`config.mk`:
```
export PLATFORM = sky130hd
export DESIGN_NAME = fp_addsub_pipe
export DESIGN_NICKNAME = d
export VERILOG_FILES = /design/src/rtl/fp_pkg.sv /design/src/rtl/fp_lzc.sv /design/src/rtl/fp_addsub_pipe.sv
export SDC_FILE = /design/constraint.sdc
export NUM_CORES = 1
export LEC_CHECK = 0
export ABC_CLOCK_PERIOD_IN_PS = 8290
export BUFFER_PORTS_ARGS = -buffer_cell sky130_fd_sc_hd__buf_2
export CAP_MARGIN = 20
export CELL_PAD_IN_SITES_DETAIL_PLACEMENT = 1
export CELL_PAD_IN_SITES_GLOBAL_PLACEMENT = 1
export CORE_ASPECT_RATIO = 0.7
export CORE_MARGIN = 5
export CORE_UTILIZATION = 40
export DETAILED_ROUTE_END_ITERATION = 8
export PLACE_DENSITY = 0.72
export SLEW_MARGIN = 5
export SYNTH_ARGS = -nofsm -noshare
export SYNTH_HDL_FRONTEND = slang
export SYNTH_SLANG_ARGS = --single-unit
```
`constraint.sdc`:
```
create_clock -name clk -period 8.29 [get_ports clk]
set_input_delay 0.829 -clock clk [delete_from_list [all_inputs] [get_ports clk]]
set_output_delay 0.829 -clock clk [all_outputs]
set_load 0.02 [all_outputs]
```
`src/rtl/fp_pkg.sv`:
```
// Shared types and constants for the pipelined IEEE-754 adder/subtractor.
// Default field widths, flag bit positions, qNaN builder, unpacked operand.
package fp_pkg;

    localparam int EXP_W_D = 8;
    localparam int MAN_W_D = 23;

    localparam int FLG_INV = 3;
    localparam int FLG_OVF = 2;
    localparam int FLG_UDF = 1;
    localparam int FLG_INX = 0;

    // Sized by the package defaults; the adder's parameters follow them.
    typedef struct packed {
        logic               sign;
        logic [EXP_W_D-1:0] exp;
        logic [MAN_W_D:0]   sig;
        logic               is_zero;
        logic               is_inf;
        logic               is_nan;
        logic               is_snan;
    } fp_unp_t;

    // Canonical quiet NaN {0, all-ones, 1, zeros}, right-aligned.
    function automatic logic [63:0] qnan_bits(input int ew, input int mw);
        logic [63:0] v;
        v = '0;
        for (int i = 0; i < ew; i++) v[mw+i] = 1'b1;
        v[mw-1] = 1'b1;
        return v;
    endfunction

endpackage

```
`src/rtl/fp_lzc.sv`:
```
// Leading-zero counter: number of zeros above the most significant one.
// Ports: data_i (WIDTH bits), cnt_o (WIDTH when data_i is all zero).
module fp_lzc #(
    parameter int  WIDTH = 27,
    localparam int CW    = $clog2(WIDTH + 1)
) (
    input  logic [WIDTH-1:0] data_i,
    output logic [CW-1:0]    cnt_o
);

    // Ascending scan: the last (highest) set bit wins.
    always_comb begin
        cnt_o = CW'(WIDTH);
        for (int i = 0; i < WIDTH; i++) begin
            if (data_i[i]) cnt_o = CW'(WIDTH - 1 - i);
        end
    end

endmodule

```
`src/rtl/fp_addsub_pipe.sv`:
```
// Three-stage floating-point add/subtract, RNE rounding, DAZ/FTZ.
// Ports: clk, rst_n, in_valid/in_ready, a, b, op, out_valid/out_ready, result, flags.
module fp_addsub_pipe
    import fp_pkg::*;
#(
    parameter int  EXP_W = EXP_W_D,
    parameter int  MAN_W = MAN_W_D,
    localparam int W     = 1 + EXP_W + MAN_W
) (
    input  logic         clk,
    input  logic         rst_n,
    input  logic         in_valid,
    output logic         in_ready,
    input  logic [W-1:0] a,
    input  logic [W-1:0] b,
    input  logic         op,
    output logic         out_valid,
    input  logic         out_ready,
    output logic [W-1:0] result,
    output logic [3:0]   flags
);

    localparam int SW = MAN_W + 4;
    localparam int DW = $clog2(SW + 1);
    localparam int LW = $clog2(SW + 1);
    localparam logic [W-1:0] QNAN = W'(qnan_bits(EXP_W, MAN_W));
    localparam logic [EXP_W-1:0] EMAX = '1;
    localparam logic [EXP_W:0] E1 = (EXP_W + 1)'(1);

    typedef struct packed {
        logic             sign;
        logic [EXP_W-1:0] exp;
        logic             sub;
        logic [SW-1:0]    xs;
        logic [SW-1:0]    ys;
        logic             spec;
        logic [W-1:0]     spec_res;
        logic [3:0]       spec_flg;
    } s1_t;

    typedef struct packed {
        logic             sign;
        logic [EXP_W-1:0] exp;
        logic [SW:0]      sum;
        logic             spec;
        logic [W-1:0]     spec_res;
        logic [3:0]       spec_flg;
    } s2_t;

    function automatic fp_unp_t unpack(input logic [W-1:0] v);
        fp_unp_t          u;
        logic [EXP_W-1:0] e;
        logic [MAN_W-1:0] m;
        e         = v[W-2 -: EXP_W];
        m         = v[MAN_W-1:0];
        u.sign    = v[W-1];
        u.is_zero = (e == '0);
        u.is_inf  = (&e) && (m == '0);
        u.is_nan  = (&e) && (m != '0);
        u.is_snan = u.is_nan && !m[MAN_W-1];
        u.exp     = u.is_zero ? '0 : e;
        u.sig     = u.is_zero ? '0 : {1'b1, m};
        return u;
    endfunction

    logic en;
    logic v1_q, v2_q, out_valid_q;
    logic [W-1:0] result_q, result_d;
    logic [3:0] flags_q, flags_d;
    s1_t s1_d, s1_q;
    s2_t s2_d, s2_q;

    assign en        = !out_valid_q || out_ready;
    assign in_ready  = en;
    assign out_valid = out_valid_q;
    assign result    = result_q;
    assign flags     = flags_q;

    // S1: unpack, order by magnitude, align the smaller operand
    fp_unp_t ua, ub;
    logic swap;
    logic [EXP_W-1:0] ye, dexp;
    logic [MAN_W:0] ysig;
    logic [DW-1:0] dcl;
    logic [SW-1:0] yfull, ysh, mask;
    logic lost;

    always_comb begin
        ua      = unpack(a);
        ub      = unpack(b);
        ub.sign = b[W-1] ^ op;
        swap    = {ub.exp, ub.sig} > {ua.exp, ua.sig};

        s1_d      = '0;
        s1_d.sign = swap ? ub.sign : ua.sign;
        s1_d.exp  = swap ? ub.exp : ua.exp;
        s1_d.sub  = ua.sign ^ ub.sign;
        s1_d.xs   = {(swap ? ub.sig : ua.sig), 3'b000};
        ye        = swap ? ua.exp : ub.exp;
        ysig      = swap ? ua.sig : ub.sig;

        dexp = s1_d.exp - ye;
        if (32'(dexp) >= 32'(SW)) dcl = DW'(SW);
        else dcl = DW'(dexp);

        // Shifted-out bits collapse into the sticky position.
        yfull   = {ysig, 3'b000};
        mask    = (SW'(1) << dcl) - SW'(1);
        lost    = |(yfull & mask);
        ysh     = yfull >> dcl;
        s1_d.ys = {ysh[SW-1:1], ysh[0] | lost};

        s1_d.spec = ua.is_nan | ub.is_nan | ua.is_inf | ub.is_inf
                  | (ua.is_zero & ub.is_zero);
        if (ua.is_nan || ub.is_nan) begin
            s1_d.spec_res          = QNAN;
            s1_d.spec_flg[FLG_INV] = ua.is_snan | ub.is_snan;
        end else if (ua.is_inf && ub.is_inf && (ua.sign != ub.sign)) begin
            s1_d.spec_res          = QNAN;
            s1_d.spec_flg[FLG_INV] = 1'b1;
        end else if (ua.is_inf || ub.is_inf) begin
            s1_d.spec_res = {(ua.is_inf ? ua.sign : ub.sign), EMAX, MAN_W'(0)};
        end else begin
            // Only (-0)+(-0) keeps a negative zero.
            s1_d.spec_res = {ua.sign & ub.sign, (W - 1)'(0)};
        end
    end

    // S2: magnitude add or subtract; X >= Y so no negative result
    always_comb begin
        s2_d          = '0;
        s2_d.sign     = s1_q.sign;
        s2_d.exp      = s1_q.exp;
        s2_d.spec     = s1_q.spec;
        s2_d.spec_res = s1_q.spec_res;
        s2_d.spec_flg = s1_q.spec_flg;
        if (s1_q.sub) s2_d.sum = {1'b0, s1_q.xs} - {1'b0, s1_q.ys};
        else s2_d.sum = {1'b0, s1_q.xs} + {1'b0, s1_q.ys};
    end

    // S3: normalise, round to nearest even, pack
    logic [LW-1:0] lz;
    logic [EXP_W:0] lzx, emx, sh, e, e2;
    logic [SW-1:0] m;
    logic [MAN_W+1:0] mr;
    logic up, inx;

    fp_lzc #(.WIDTH(SW)) u_lzc (
        .data_i(s2_q.sum[SW-1:0]),
        .cnt_o (lz)
    );

    always_comb begin
        lzx = (EXP_W + 1)'(lz);
        emx = {1'b0, s2_q.exp} - E1;
        // Never shift below exponent 1; what remains is subnormal.
        sh  = (lzx < emx) ? lzx : emx;
        if (s2_q.sum[SW]) begin
            m = {s2_q.sum[SW:2], |s2_q.sum[1:0]};
            e = {1'b0, s2_q.exp} + E1;
        end else begin
            m = s2_q.sum[SW-1:0] << sh;
            e = {1'b0, s2_q.exp} - sh;
        end
        up  = m[2] & (m[1] | m[0] | m[3]);
        mr  = {1'b0, m[SW-1:3]} + (MAN_W + 2)'(up);
        e2  = mr[MAN_W+1] ? e + E1 : e;
        inx = |m[2:0];

        result_d = '0;
        flags_d  = '0;
        if (s2_q.spec) begin
            result_d = s2_q.spec_res;
            flags_d  = s2_q.spec_flg;
        end else if (s2_q.sum == '0) begin
            result_d = '0;
        end else if (!(mr[MAN_W+1] | mr[MAN_W])) begin
            result_d         = {s2_q.sign, (W - 1)'(0)};
            flags_d[FLG_UDF] = 1'b1;
            flags_d[FLG_INX] = 1'b1;
        end else if (e2 >= {1'b0, EMAX}) begin
            result_d         = {s2_q.sign, EMAX, MAN_W'(0)};
            flags_d[FLG_OVF] = 1'b1;
            flags_d[FLG_INX] = 1'b1;
        end else begin
            result_d         = {s2_q.sign, e2[EXP_W-1:0], mr[MAN_W-1:0]};
            flags_d[FLG_INX] = inx;
        end
    end

    always_ff @(posedge clk) begin
        if (en) begin
            s1_q <= s1_d;
            s2_q <= s2_d;
        end
    end

    always_ff @(posedge clk or negedge rst_n) begin
        if (!rst_n) begin
            v1_q        <= 1'b0;
            v2_q        <= 1'b0;
            out_valid_q <= 1'b0;
            result_q    <= '0;
            flags_q     <= '0;
        end else if (en) begin
            v1_q        <= in_valid;
            v2_q        <= v1_q;
            out_valid_q <= v2_q;
            if (v2_q) begin
                result_q <= result_d;
                flags_q  <= flags_d;
            end
        end
    end

endmodule

```
==> out/results.ini <==
[setup_path]
critPathMaxFanout=23
cp-start-kind=register
path_delay_family=simple AND/OR/NAND/NOR gates
endpoint_kind=register
worstPathRequired_ps=8650
slowest_stage=nor3_1
crit_buf_inv=2
crit_type=reg -> reg
crit_arrival_ps=8090
max_stage_delay_ps=720
path_cells=nor4_1 -> nand3_1 -> nor3_1 -> ha_1 -> and4_1 -> nand2_1 -> o31ai_4 -> buf_4 -> mux2_2 -> nor3_2 -> o21ai_1 -> nand2_1 -> ha_1 -> inv_1 -> a2111oi_2 -> and4b_1 -> nand4_2 -> o32ai_1 -> nor2_1 -> nand3b_4 -> o31ai_1

[logic_synthesis]
netlist_top_cells_area=edfxtp_1 (22%), ha_1 (8.3%), dfrtp_1 (6.5%)
yosysSeqAreaShare=0.281
synth_warnings=0
ys.flop_type=edfxtp_1
syn_inst=1822
synth_commonest_cells=nand2_1 (235), nor2_1 (143), a21oi_1 (115)
synth.distinct_cells=102
ys_async_sr_fraction=0.265
synth_area_sq_mm=0.0150
syn_avg_cell_area_sq_um=8.25
synth_top_cell_by_area=edfxtp_1
synth.most_common_cell=nand2_1
synth_edf_count=108
synth_nets=1993
ys_ff_latch=147
synth_top_area_frac=0.216

[placed_design]
routabilityCongestion=1.03
place_hpwl_mm=46.7
io_buffers=106

[drt]
drtIter0Drc=1328
drt_pass1_iterations=5
wl_mm=59.0
dr_total_vias=14800
drc_errors=0
wire_per_inst_um=24.7
via_per_inst=6.22
ant_nets=0

[global_route]
antenna_found_initial=1
grt_max_degree=79
track_usage=0.276
grt_pass1_vias=14500
grt_pass1_wl_mm=89.7
grt.overflow.total=0

[power_and_ir_drop]
p_int_mw=2.89
seqPwrFrac=0.227
netSwitchingPower_mw=3.19
p_leak_nw=7.06
ir_drop_mv=0.167
switching_share=0.525
total_power_mw=6.09
p_comb_frac=0.649
cellPowerDensity_mw_per_mm2=367
power_frac_clock=0.124

[finish]
area_growth_pct=10.4
antenna_cells=0
drive_above_1_share=0.137
num-nets-final=2058

[clock_tree]
clockBufferDepth=2
tritoncts=done
clock_latency_ps=450
cts-root-buf=clkbuf_16
clk_pin_slew_ps=70
numCtsBuffers=17
cts_sinks=147
cts_hold_buf=0
postCtsSetupRepairBufs=0
cts-resized-gates=0
ctsHtreeMaxLevel=4

[sta]
finalHoldViolCount=0
max_slew_margin=0.272
period_minus_slack_ps=7740
rsz0062_at_grt=false
fin_tns_setup_ps=0
period_share=0.933
finalClockSkew_ps=15.9
slew_violations=0
fmax_mhz=129
setup_viol=0
worst_pin_slew_ps=1080

[run_status]
status=finished clean

[die]
die_h_um=172
coreArea_sq_mm=0.0371
die_w_um=242
ios=107
num_rows=59
start_util=0.405
dieArea_sq_mm=0.0416

[run]
maxCapViolCount=0

[hold_path]
hp-class=reg -> reg

## state kept, by name, summed over array words and instances (netlist names)
name / cells
s1_q: 66
s2_q: 42
result: 32
flags: 4
out_valid: 1
v1_q: 1
v2_q: 1
## power by group through the flow
stage                     Combinational [mW]  Sequential, mW  Clock (mW)
after global placement                  3.77            1.37           0
after CTS                               3.88            1.37       0.769
after global routing                    4.26            1.40       0.794
after detailed placement                3.84            1.38           0
final                                   3.95            1.38       0.753
after floorplan                         2.72            1.34           0
## placed cells by master, fill, tap and decap left out, types with 45 or more instances in the layout
cell	instances
edfxtp_1	108
o21ai_0	111
nor2_1	143
mux2i_1	90
nand2_1	235
buf_2	106
nor3_1	48
inv_1	95
xnor2_1	45
ha_1	100
a21oi_1	115
## final timing paths
check / from / endpoint / slack, ps / cells past startpoint
hold / removal: s1_q[99] / s2_q[72] / 420 / 0
min in group asynchronous: rst_n / result[6] / 500 / 1
max in group asynchronous: rst_n / result[31] / 7200 / 1
hold reg to reg: s1_q[99] / s2_q[72] / 420 / 0
setup reg to reg: s2_q[57] / result[4] / 550 / 21
setup / recovery: s2_q[57] / result[4] / 550 / 21
## through the flow
step / util / instance area [sq um] / hold WS, ps / setup slack [ps] / instances
after floorplan: - / 15000 / 400 / 628 / 1822
after global placement: 0.432 / 16000 / 401 / 788 / 2356
after detailed placement: 0.432 / 16000 / 406 / 489 / 2356
after CTS: 0.447 / 16600 / 422 / 684 / 2387
after global routing: 0.447 / 16600 / 431 / 199 / 2387
final: 0.447 / 16600 / 421 / 553 / 2387
## cell type report
class / count / area (sq um)
clock inverter: 14 / 124
multi-input combinational: 1476 / 10000
tap: 488 / 611
inverter: 97 / 369
fill: 4505 / 20500
clock buffer: 17 / 425
timing repair buffer: 148 / 846
sequential: 147 / 4220
## per-layer routing
| layer | global-route usage | routed length, um | vias to the layer above |
|---|---|---|---|
| li1 | - | - | 6851 |
| met1 | 0.427 | 29400 | 7356 |
| met2 | 0.394 | 23700 | 566 |
| met3 | 0.0538 | 4850 | 67 |
| met4 | 0.0607 | 962 | 0 |
| met5 | 0 | 0 | - |
## cell families (layout without fill, tap and decap cells)
group,after synthesis,in the layout,synth area share
xor+xnor,74,74,0.0431
fa+ha+maj,102,102,0.0859
compound gates,536,536,0.242
simple gates,643,643,0.206
flops,147,147,0.281
mux,121,121,0.0854
buf+inv,199,276,0.0570
Note: power is estimated with default switching activity, not from simulation.
